[src/rtl/tile_vram_arbiter.sv]
// Arbitrates one single-port synchronous tile VRAM between display reads
// (strict priority) and buffered game-logic writes. Writes wait in a small
// FIFO and drain in cycles without a display read; an optional stall limit
// forces a write slot, dropping that cycle's display read.
module tile_vram_arbiter #(
  parameter int unsigned AW           = 10,
  parameter int unsigned DW           = 12,
  parameter int unsigned WBUF_DEPTH   = 8,
  parameter int unsigned STARVE_LIMIT = 0
) (
  input  logic                          vga_clk,
  input  logic                          clrn,
  input  logic                          disp_req,
  input  logic [AW-1:0]                 disp_addr,
  output logic                          disp_rvalid,
  output logic [DW-1:0]                 disp_rdata,
  output logic                          disp_miss,
  input  logic                          wr_valid,
  output logic                          wr_ready,
  input  logic [AW-1:0]                 wr_addr,
  input  logic [DW-1:0]                 wr_data,
  output logic                          mem_en,
  output logic                          mem_we,
  output logic [AW-1:0]                 mem_addr,
  output logic [DW-1:0]                 mem_wdata,
  input  logic [DW-1:0]                 mem_rdata,
  output logic [$clog2(WBUF_DEPTH):0]   wbuf_level,
  output logic [15:0]                   miss_cnt
);

  localparam int unsigned PW = $clog2(WBUF_DEPTH);
  localparam int unsigned LW = PW + 1;
  localparam int unsigned SW = (STARVE_LIMIT > 0) ? $clog2(STARVE_LIMIT + 1) : 1;
  localparam logic [SW-1:0] StallMax = SW'(STARVE_LIMIT);
  localparam logic [LW-1:0] LevelFull = LW'(WBUF_DEPTH);

  logic [AW-1:0] buf_addr_q [WBUF_DEPTH];
  logic [DW-1:0] buf_data_q [WBUF_DEPTH];
  logic [PW-1:0] wr_ptr_q, rd_ptr_q;
  logic [LW-1:0] level_q, level_d;
  logic [SW-1:0] stall_q, stall_d;
  logic          rvalid_q;
  logic [15:0]   miss_cnt_q;

  logic empty, push, pop, force_wr, disp_gnt;

  // Grant decision and VRAM port drive for the current cycle.
  always_comb begin
    empty    = (level_q == '0);
    wr_ready = (level_q != LevelFull);
    push     = wr_valid & wr_ready;
    // A limit of zero disables forcing entirely.
    force_wr = (STARVE_LIMIT > 0) && (stall_q == StallMax) && !empty;
    disp_gnt = disp_req & ~force_wr;
    pop      = force_wr | (~disp_req & ~empty);
    disp_miss = force_wr & disp_req;
    // Gate with reset so the VRAM sees no access while clrn is low.
    mem_en    = clrn & (force_wr | disp_req | ~empty);
    mem_we    = clrn & pop;
    mem_addr  = pop ? buf_addr_q[rd_ptr_q] : disp_addr;
    mem_wdata = buf_data_q[rd_ptr_q];
  end

  // Next-state for FIFO occupancy and the write-stall counter.
  always_comb begin
    level_d = level_q;
    unique case ({push, pop})
      2'b10:   level_d = level_q + 1'b1;
      2'b01:   level_d = level_q - 1'b1;
      default: level_d = level_q;
    endcase
    stall_d = stall_q;
    if (empty || pop) begin
      stall_d = '0;
    end else if (stall_q != StallMax) begin
      stall_d = stall_q + 1'b1;
    end
  end

  // FIFO storage; reset only clears pointers, stale entries are never read.
  always_ff @(posedge vga_clk) begin
    if (push) begin
      buf_addr_q[wr_ptr_q] <= wr_addr;
      buf_data_q[wr_ptr_q] <= wr_data;
    end
  end

  // Control state: pointers, level, stall, read-valid and miss counter.
  always_ff @(posedge vga_clk or negedge clrn) begin
    if (!clrn) begin
      wr_ptr_q   <= '0;
      rd_ptr_q   <= '0;
      level_q    <= '0;
      stall_q    <= '0;
      rvalid_q   <= 1'b0;
      miss_cnt_q <= '0;
    end else begin
      if (push) wr_ptr_q <= wr_ptr_q + 1'b1;
      if (pop)  rd_ptr_q <= rd_ptr_q + 1'b1;
      level_q  <= level_d;
      stall_q  <= stall_d;
      rvalid_q <= disp_gnt;
      if (disp_miss && (miss_cnt_q != 16'hFFFF)) begin
        miss_cnt_q <= miss_cnt_q + 16'd1;
      end
    end
  end

  assign disp_rvalid = rvalid_q;
  assign disp_rdata  = mem_rdata;
  assign wbuf_level  = level_q;
  assign miss_cnt    = miss_cnt_q;

endmodule

[config.mk]
export PLATFORM = sky130hd
export DESIGN_NAME = tile_vram_arbiter
export DESIGN_NICKNAME = d
export VERILOG_FILES = /design/src/rtl/tile_vram_arbiter.sv
export SDC_FILE = /design/constraint.sdc
export NUM_CORES = 1
export LEC_CHECK = 0
export BUFFER_PORTS_ARGS = -buffer_cell sky130_fd_sc_hd__buf_4
export CAP_MARGIN = 20
export CORE_MARGIN = 3
export CORE_UTILIZATION = 50
export CTS_BUF_LIST = sky130_fd_sc_hd__clkbuf_4 sky130_fd_sc_hd__clkbuf_8
export DETAILED_ROUTE_END_ITERATION = 7
export PLACE_DENSITY_LB_ADDON = 0.08
export SLEW_MARGIN = 10
export SYNTH_ARGS = -nofsm -noshare
export SYNTH_HDL_FRONTEND = slang
export SYNTH_SLANG_ARGS = --single-unit
[constraint.sdc]
create_clock -name vga_clk -period 5.13 [get_ports vga_clk]
set_input_delay 0 -clock vga_clk [delete_from_list [all_inputs] [get_ports vga_clk]]
set_output_delay 0 -clock vga_clk [all_outputs]
set_load 0.01 [all_outputs]
**After elaboration in Yosys (flattened, before gate mapping)**

Memory sizes are Yosys's and may differ from the RTL's.
Index checks and enable logic that the tools add are counted.
W data, S select, Z words.

- Add/sub/neg operators: 4
- Equal/unequal tests: 3
- Bitwise gates (word level): 7
- Reductions and logical operators: 2
- Mux-type cells: 4

Operators by type and width:

| operator | count |
|---|---|
| $mux W10 | 1 |
| $pmux W4 S2 | 1 |
| $add A3 B1 Y3 const B | 2 |
| $add A4 B1 Y4 const B | 1 |
| $and A1 B1 Y1 | 4 |
| $logic_not A4 Y1 | 1 |
| $ne A4 B4 Y1 const B | 1 |
| $sub A4 B1 Y4 const B | 1 |
| $eq A2 B1 Y1 const B | 1 |
| $eq A2 B2 Y1 const B | 1 |
| $mux W1 | 2 |
| $not A1 Y1 | 2 |
| $reduce_bool A2 Y1 | 1 |
| $or A1 B1 Y1 | 1 |

- Memories kept: 2
- Bits of input ports: 48
- Bits in writable memories: 176
- Logic and storage cells: 26
- Flip-flop bits (word level): 11

Memory list:

| memory | depth | bits a word | rd ports | clocked after memory_dff | wr ports | RTL line | source |
|---|---|---|---|---|---|---|---|
| buf_data_q | 8 | 12 | 1 | 0 | 1 | 38 | `logic [DW-1:0] buf_data_q [WBUF_DEPTH];` |
| buf_addr_q | 8 | 10 | 1 | 0 | 1 | 37 | `logic [AW-1:0] buf_addr_q [WBUF_DEPTH];` |

**Longest topological paths before layout**

Gate-level depths: netlist (run 1).

- Word-level depth: 5
- Depth in mapped cells: 11

**Least setup slack after synthesis (run 1)**

No wires, ideal clock.

- Path type: reg2reg
- Start point: reg level_q[1] (netlist: wbuf_level[1])
- End point: mem buf_addr_q[0][0], enable pin
- Cell stages (with the launch flop): 6
- Data required time: 4.701 ns
- Clock period less this slack: 3.094 ns
- Path slack: 2.036 ns
- Arrival: 2.666 ns
- Cell sequence: dfrtp_1 buf_2 or4b_4 nand2_2 or2_2 nor3_1

- Longest elaborated chain between the ends: 4

Ends and longest elaborated chain:

| item | RTL line | source |
|---|---|---|
| start, declared | 40 | `logic [LW-1:0] level_q, level_d;` |
| start signal, assigned | 100 | `level_q <= level_d;` |
| $ne A4 B4 Y1 | 50 | `wr_ready = (level_q != LevelFull);` |
| named net wr_ready | 19 | `output logic wr_ready,` |
| $and A1 B1 Y1 | 51 | `push = wr_valid & wr_ready;` |
| $mux W1 | 82 | `if (push) begin` |
| $mux W1 (implied by the code) | 83 | `buf_addr_q[wr_ptr_q] <= wr_addr;` |
| end, declared | 37 |  |

The timed path passes the listed nets, and every way through them passes these cells.

**Worst setup path in the final report (run 1)**

- Start point: reg rd_ptr_q[0]
- End point: out mem_wdata[9]

- Longest elaborated chain between the ends: 1

Ends and longest elaborated chain:

| item | RTL line | source |
|---|---|---|
| start, declared | 39 | `logic [PW-1:0] wr_ptr_q, rd_ptr_q;` |
| start signal, assigned | 99 | `if (pop) rd_ptr_q <= rd_ptr_q + 1'b1;` |
| $mem_v2 Z8 W12 | - |  |
| end, declared | 25 | `output logic [DW-1:0] mem_wdata,` |

Every way passes these cells.

==> flow_metrics.tcl, run 1 <==
set metrics [dict create \
    fmax_mhz 338 \
    row_count 44 \
    yosys.area_share.simple_pct 3.41 \
    rsz0062_at_grt "no" \
    grt_pass1_vias 3918 \
    hpwlAfterDp_um 8800 \
    io_buffers 65 \
    yosys.area_share.xor_xnor_pct 0.910 \
    required_ns 5.13 \
    grt_antenna_before_repair 0 \
    wl_per_cell_um 20.6 \
    fin_cells 704 \
    synth-main-ff-cell "edfxtp_1" \
    fin_skew_ns 0.00937 \
    yosysMostFrequentCell "edfxtp_1" \
    vias 3825 \
    synth_area_mm2 0.00770 \
    synth_compound_area_share_pct 2.97 \
    die_x_um 130 \
    grt_pass1_wl_um 22100 \
    cp_slowest_stage_delay_ns 1.04 \
    cp_max_fo 52 \
    yosysSeqAreaShare_pct 72.2 \
    synth_top_family_by_area "multiplexers" \
    syn_to_final_growth_pct 15.7 \
    crit_slowest_cell "dfrtp_4" \
    maxCapViolations 0 \
    cts-root-buf "clkbuf_8" \
    syn_avg_cell_area_um2 18.6 \
    antenna_cells 0 \
    grt_usage_pct 18.1 \
    period_share_pct 57.6 \
    vias_per_cell 5.43 \
    cp_common_cell "buf_4" \
    ios 107 \
    clock-sinks 187 \
    htree_levels 4 \
    postCtsHoldBufs 26 \
    first_pass_iters 4 \
    synth_edf_count 176 \
    wl_um 14500 \
    synthCells 415 \
    cts_tree "built" \
    crit_type "register to output port" \
    cts_resized 0 \
    drt_iter0_markers 298 \
    ys_async_sr_fraction_pct 5.88 \
    clock_latency_ns 0.45 \
    fp.dieH_um 130 \
    synth_area_leaders "edfxtp_1, mux2i_1, mux4_2, dfrtp_1, buf_4" \
    power_density_mw_per_mm2 510 \
    yosys-top-cells-count "edfxtp_1, mux2i_1, buf_4, a22oi_1" \
    grt_max_degree 53 \
    yosysWarnings 0 \
    startpoint_type "register" \
    setup_tns_ns 0 \
    yosysTopAreaCellShare_pct 68.6 \
    p_leak_nw 3.22 \
    setup_viol 0 \
    critPathArrivalTime_ns 2.96 \
    ys_types 39 \
    synth-seq-cells 187 \
    die-area_mm2 0.0169 \
    path_cells "buf_4 > mux4_2 > mux2_2 > buf_4" \
    overflow 0 \
    nets 560 \
    drive_gt1_share_pct 28.8 \
    clockBufferDepth 2 \
    clk_pin_slew_worst_paths_ns 0.08 \
    drc 0 \
    drv_slew 0 \
    synthMuxAreaShare_pct 15.2 \
    status "complete, no violations" \
    cts_buffers 17 \
    p_total_w 0.00454 \
    postRouteAntennaNets 0 \
    tightest_slew_ns 1.01 \
    fin_crit_ns 2.96 \
    reg2reg_slack_ns 2.50 \
    synthAdderAreaFrac_pct 0.812 \
    core-area_mm2 0.0148 \
    dp.cells 646 \
    relSlewSlack_pct 32.2 \
    post_cts_buffers 0 \
    gp_congestion 0.738 \
    peakVddDrop_v 0.000365 \
    synth_top_area_cell "edfxtp_1" \
    initial_core_util_pct 52.0 \
    min_path_type "primary input to output port" \
    hold_violations 0 \
    end_kind "output port" \
]
[worst paths after layout]
path                                     from          endpoint  cells after the start
max in group asynchronous                clrn       rd_ptr_q[0]                      3
worst max-delay path              rd_ptr_q[0]      mem_wdata[9]                      4
worst min register to register    wr_ptr_q[0]       wr_ptr_q[0]                      2
min in group asynchronous                clrn       wr_ptr_q[2]                      3
worst min-delay path             mem_rdata[0]     disp_rdata[0]                      0
worst max register to register  wbuf_level[1]  buf_addr_q[0][4]                      5
[registers in the layout, indices dropped and copies added, names as in the netlist]
name,cells
disp_rvalid,1
buf_addr_q,80
wr_ptr_q,3
rd_ptr_q,3
buf_data_q,96
wbuf_level,4
[area by class of cell]
class,instances,area (um2)
Sequential cell,187,5560
Clock buffer,18,241
Fill cell,1070,5900
Inverter,1,3.75
Tap cell,184,230
Multi-Input combinational cell,195,1880
Clock inverter,14,130
Timing Repair Buffer,105,857
[logic make-up (layout without fill, tap and decap cells)]
logic type	after synthesis	in the layout
DFF	187	187
adders and majority gates	5	5
xor gates and xnor gates	8	8
other	1	17
AOI/OAI and AO/OA	35	35
and+or+nand+nor	51	51
muxes	79	79
buffers and inverters	49	138
[per-stage QoR]
| stage | util, % | worst slack (ns) | cell area [um2] | hold slack (ns) |
|---|---|---|---|---|
| 2_1_floorplan | - | 2.04 | 7760 | -0.296 |
| 3_3_place_gp | 55.8 | 2.51 | 8270 | -0.146 |
| 3_5_place_dp | 55.9 | 2.43 | 8280 | -0.143 |
| 4_1_cts | 60.2 | 2.10 | 8910 | 0.0000686 |
| 5_1_grt | 60.2 | 2.00 | 8910 | 0.0000288 |
| 6_report | 60.2 | 2.17 | 8910 | 0.00000335 |
[worst max-delay path: cells and delay by family (launching register included)]
family | cells | cell delay [ns]
buffers and inverters | 2 | 0.59
flip-flops | 1 | 1.04
multiplexers | 2 | 0.82
[routing by layer]
| layer | track usage, % | share of wire (%) | vias to the layer above |
|---|---|---|---|
| met1 | 24.5 | 43 | 1926 |
| met4 | 5.56 | 0.56 | 0 |
| met5 | 0 | 0 | - |
| met3 | 4.71 | 5.6 | 7 |
| met2 | 29.1 | 50 | 121 |
| li1 | - | - | 1771 |
[cells in the final DEF, fill, tap and decap left out, types with 9 or more instances in the layout]
cell / instances
mux2i_1: 40
o21ai_0: 9
buf_4: 78
clkbuf_8: 17
nand3_1: 12
edfxtp_1: 176
a22oi_1: 20
dfrtp_1: 10
mux4_2: 15
nand2_1: 15
dlygate4sd3_1: 26
mux4_1: 9
conb_1: 17
[report_power, final]
part / internal [W] / switching [W]
Combinational: 0.000773 / 0.000712
Sequential: 0.00193 / 0.000217
Clock: 0.000429 / 0.000486
Total: 0.00313 / 0.00141
No activity file was read; power rests on OpenSTA's default activity.
==> run 2: changes to the inputs <==
==> constraint.sdc (replaced) <==
create_clock -name vga_clk -period 2.8 [get_ports vga_clk]
set_input_delay 0 -clock vga_clk [delete_from_list [all_inputs] [get_ports vga_clk]]
set_output_delay 0 -clock vga_clk [all_outputs]
set_load 0.01 [all_outputs]
==> flow_metrics.tcl, run 2 (same netlist as run 1, synthesis figures left out) <==
set metrics [dict create \
    antenna_cells 0 \
    fp.dieH_um 130 \
    vias_per_cell 5.50 \
    period_share_pct 86.5 \
    cts_buffers 17 \
    grt_use_met1_pct 24.5 \
    final_common_cell "edfxtp_1" \
    initial_core_util_pct 52.0 \
    cts-root-buf "clkbuf_8" \
    fin_crit_ns 2.42 \
    min_path_type "primary input to output port" \
    largest_reg_flops 96 \
    vias 3885 \
    cp_common_cell "xor2_1" \
    cp_slowest_stage_delay_ns 0.60 \
    dp_slack_ns 0.390 \
    postCtsHoldBufs 26 \
    hold_violations 0 \
    critPathArrivalTime_ns 2.76 \
    cp_max_fo 7 \
    fin_skew_ns 0.00744 \
    largest_register "buf_data_q" \
    postRouteAntennaNets 0 \
    wl_per_cell_um 20.7 \
    p_leak_nw 3.26 \
    first_pass_iters 4 \
    dp.cells 649 \
    drt_iter0_markers 268 \
    core-area_mm2 0.0148 \
    met3_usage_pct 4.05 \
    p_total_w 0.00845 \
    crit_family "simple AND/OR/NAND/NOR gates" \
    post_cts_buffers 0 \
    power_density_mw_per_mm2 939 \
    peakVddDrop_v 0.000618 \
    crit_start "wbuf_level[0]" \
    relSlewSlack_pct 55.1 \
    path_cells "or4b_4 > nand2_2 > ha_1 > xor2_1 > ha_1 > a21oi_1 > xor2_1 > nor2_1 > xor2_1" \
    use_met2_pct 29.8 \
    setup_viol 0 \
    grt_max_degree 30 \
    most-common-layout-cells "edfxtp_1, buf_4, mux2i_1" \
    clock_latency_ns 0.45 \
    drc 0 \
    startpoint_type "register" \
    status "complete, no violations" \
    cts_resized 0 \
    nFillCells 1111 \
    tightest_slew_ns 0.672 \
    io_buffers 65 \
    ios 107 \
    required_ns 3.14 \
    top_usage_layer "met2" \
    clk_pin_slew_worst_paths_ns 0.09 \
    fmax_mhz 413 \
    final.setup.worst_slack_ns 0.379 \
    timing.rr.start "wbuf_level[0]" \
    crit_slowest_cell "or4b_4" \
    htree_levels 4 \
    syn_to_final_growth_pct 16.8 \
    drive_gt1_share_pct 29.6 \
    cp.buffers_inverters 0 \
    row_count 44 \
    die_x_um 130 \
    cts_tree "built" \
    gp_congestion 0.756 \
    nets 563 \
    drv_slew 0 \
    min_from "mem_rdata[8]" \
    overflow 0 \
    wl_um 14600 \
    fin_cells 707 \
    grt_pass1_wl_um 22100 \
    grt_usage_pct 18.2 \
    setup_tns_ns 0 \
    crit_type "register to register" \
    grt_pass1_vias 3899 \
    clock-sinks 187 \
    maxCapViolations 0 \
    grt_antenna_before_repair 0 \
    hpwlAfterDp_um 8490 \
    die-area_mm2 0.0169 \
    clockBufferDepth 2 \
    end_kind "register" \
    rsz0062_at_grt "no" \
]
run 2: metal layers:
metal	vias to the layer above	routed length [um]
met5	-	0
met4	0	140
met3	11	566
met2	84	7520
met1	2006	6420
li1	1784	-
run 2: cell type report:
class	instances	area, um2	share of cell area (%)
clock inverter	14	149	1.65
sequential	187	5560	61.8
inverter	1	3.75	0.0417
timing repair buffer	108	913	10.2
clock buffer	18	241	2.68
tap	184	230	2.56
multi-input combinational	195	1900	21.1
run 2: worst paths after layout:
check                           endpoint  slack (ns)  cells after the start
setup / recovery           wbuf_level[2]        0.38                      9
hold / removal             disp_rdata[8]    0.000003                      0
setup reg to reg           wbuf_level[2]        0.38                      9
hold reg to reg              wr_ptr_q[0]        0.53                      2
max in group asynchronous    rd_ptr_q[0]        1.70                      3
min in group asynchronous  wbuf_level[0]        0.66                      3
run 2: power by group:
| part | leakage (nW) | internal, W | total, W | switching [W] |
|---|---|---|---|---|
| logic | 1.34 | 0.00147 | 0.00288 | 0.00141 |
| clock network | 0.190 | 0.000804 | 0.00170 | 0.000901 |
| registers | 1.73 | 0.00353 | 0.00387 | 0.000336 |
run 2: through the flow:
stage | hold WS (ns) | instance area [um2] | util, %
floorplan | -0.296 | 7770 | -
detailed placement | -0.137 | 8350 | 56.4
CTS | 0.000119 | 9000 | 60.8
global route | 0.0000288 | 9000 | 60.8
finish | 0.00000335 | 9000 | 60.8
global placement | -0.138 | 8350 | 56.4
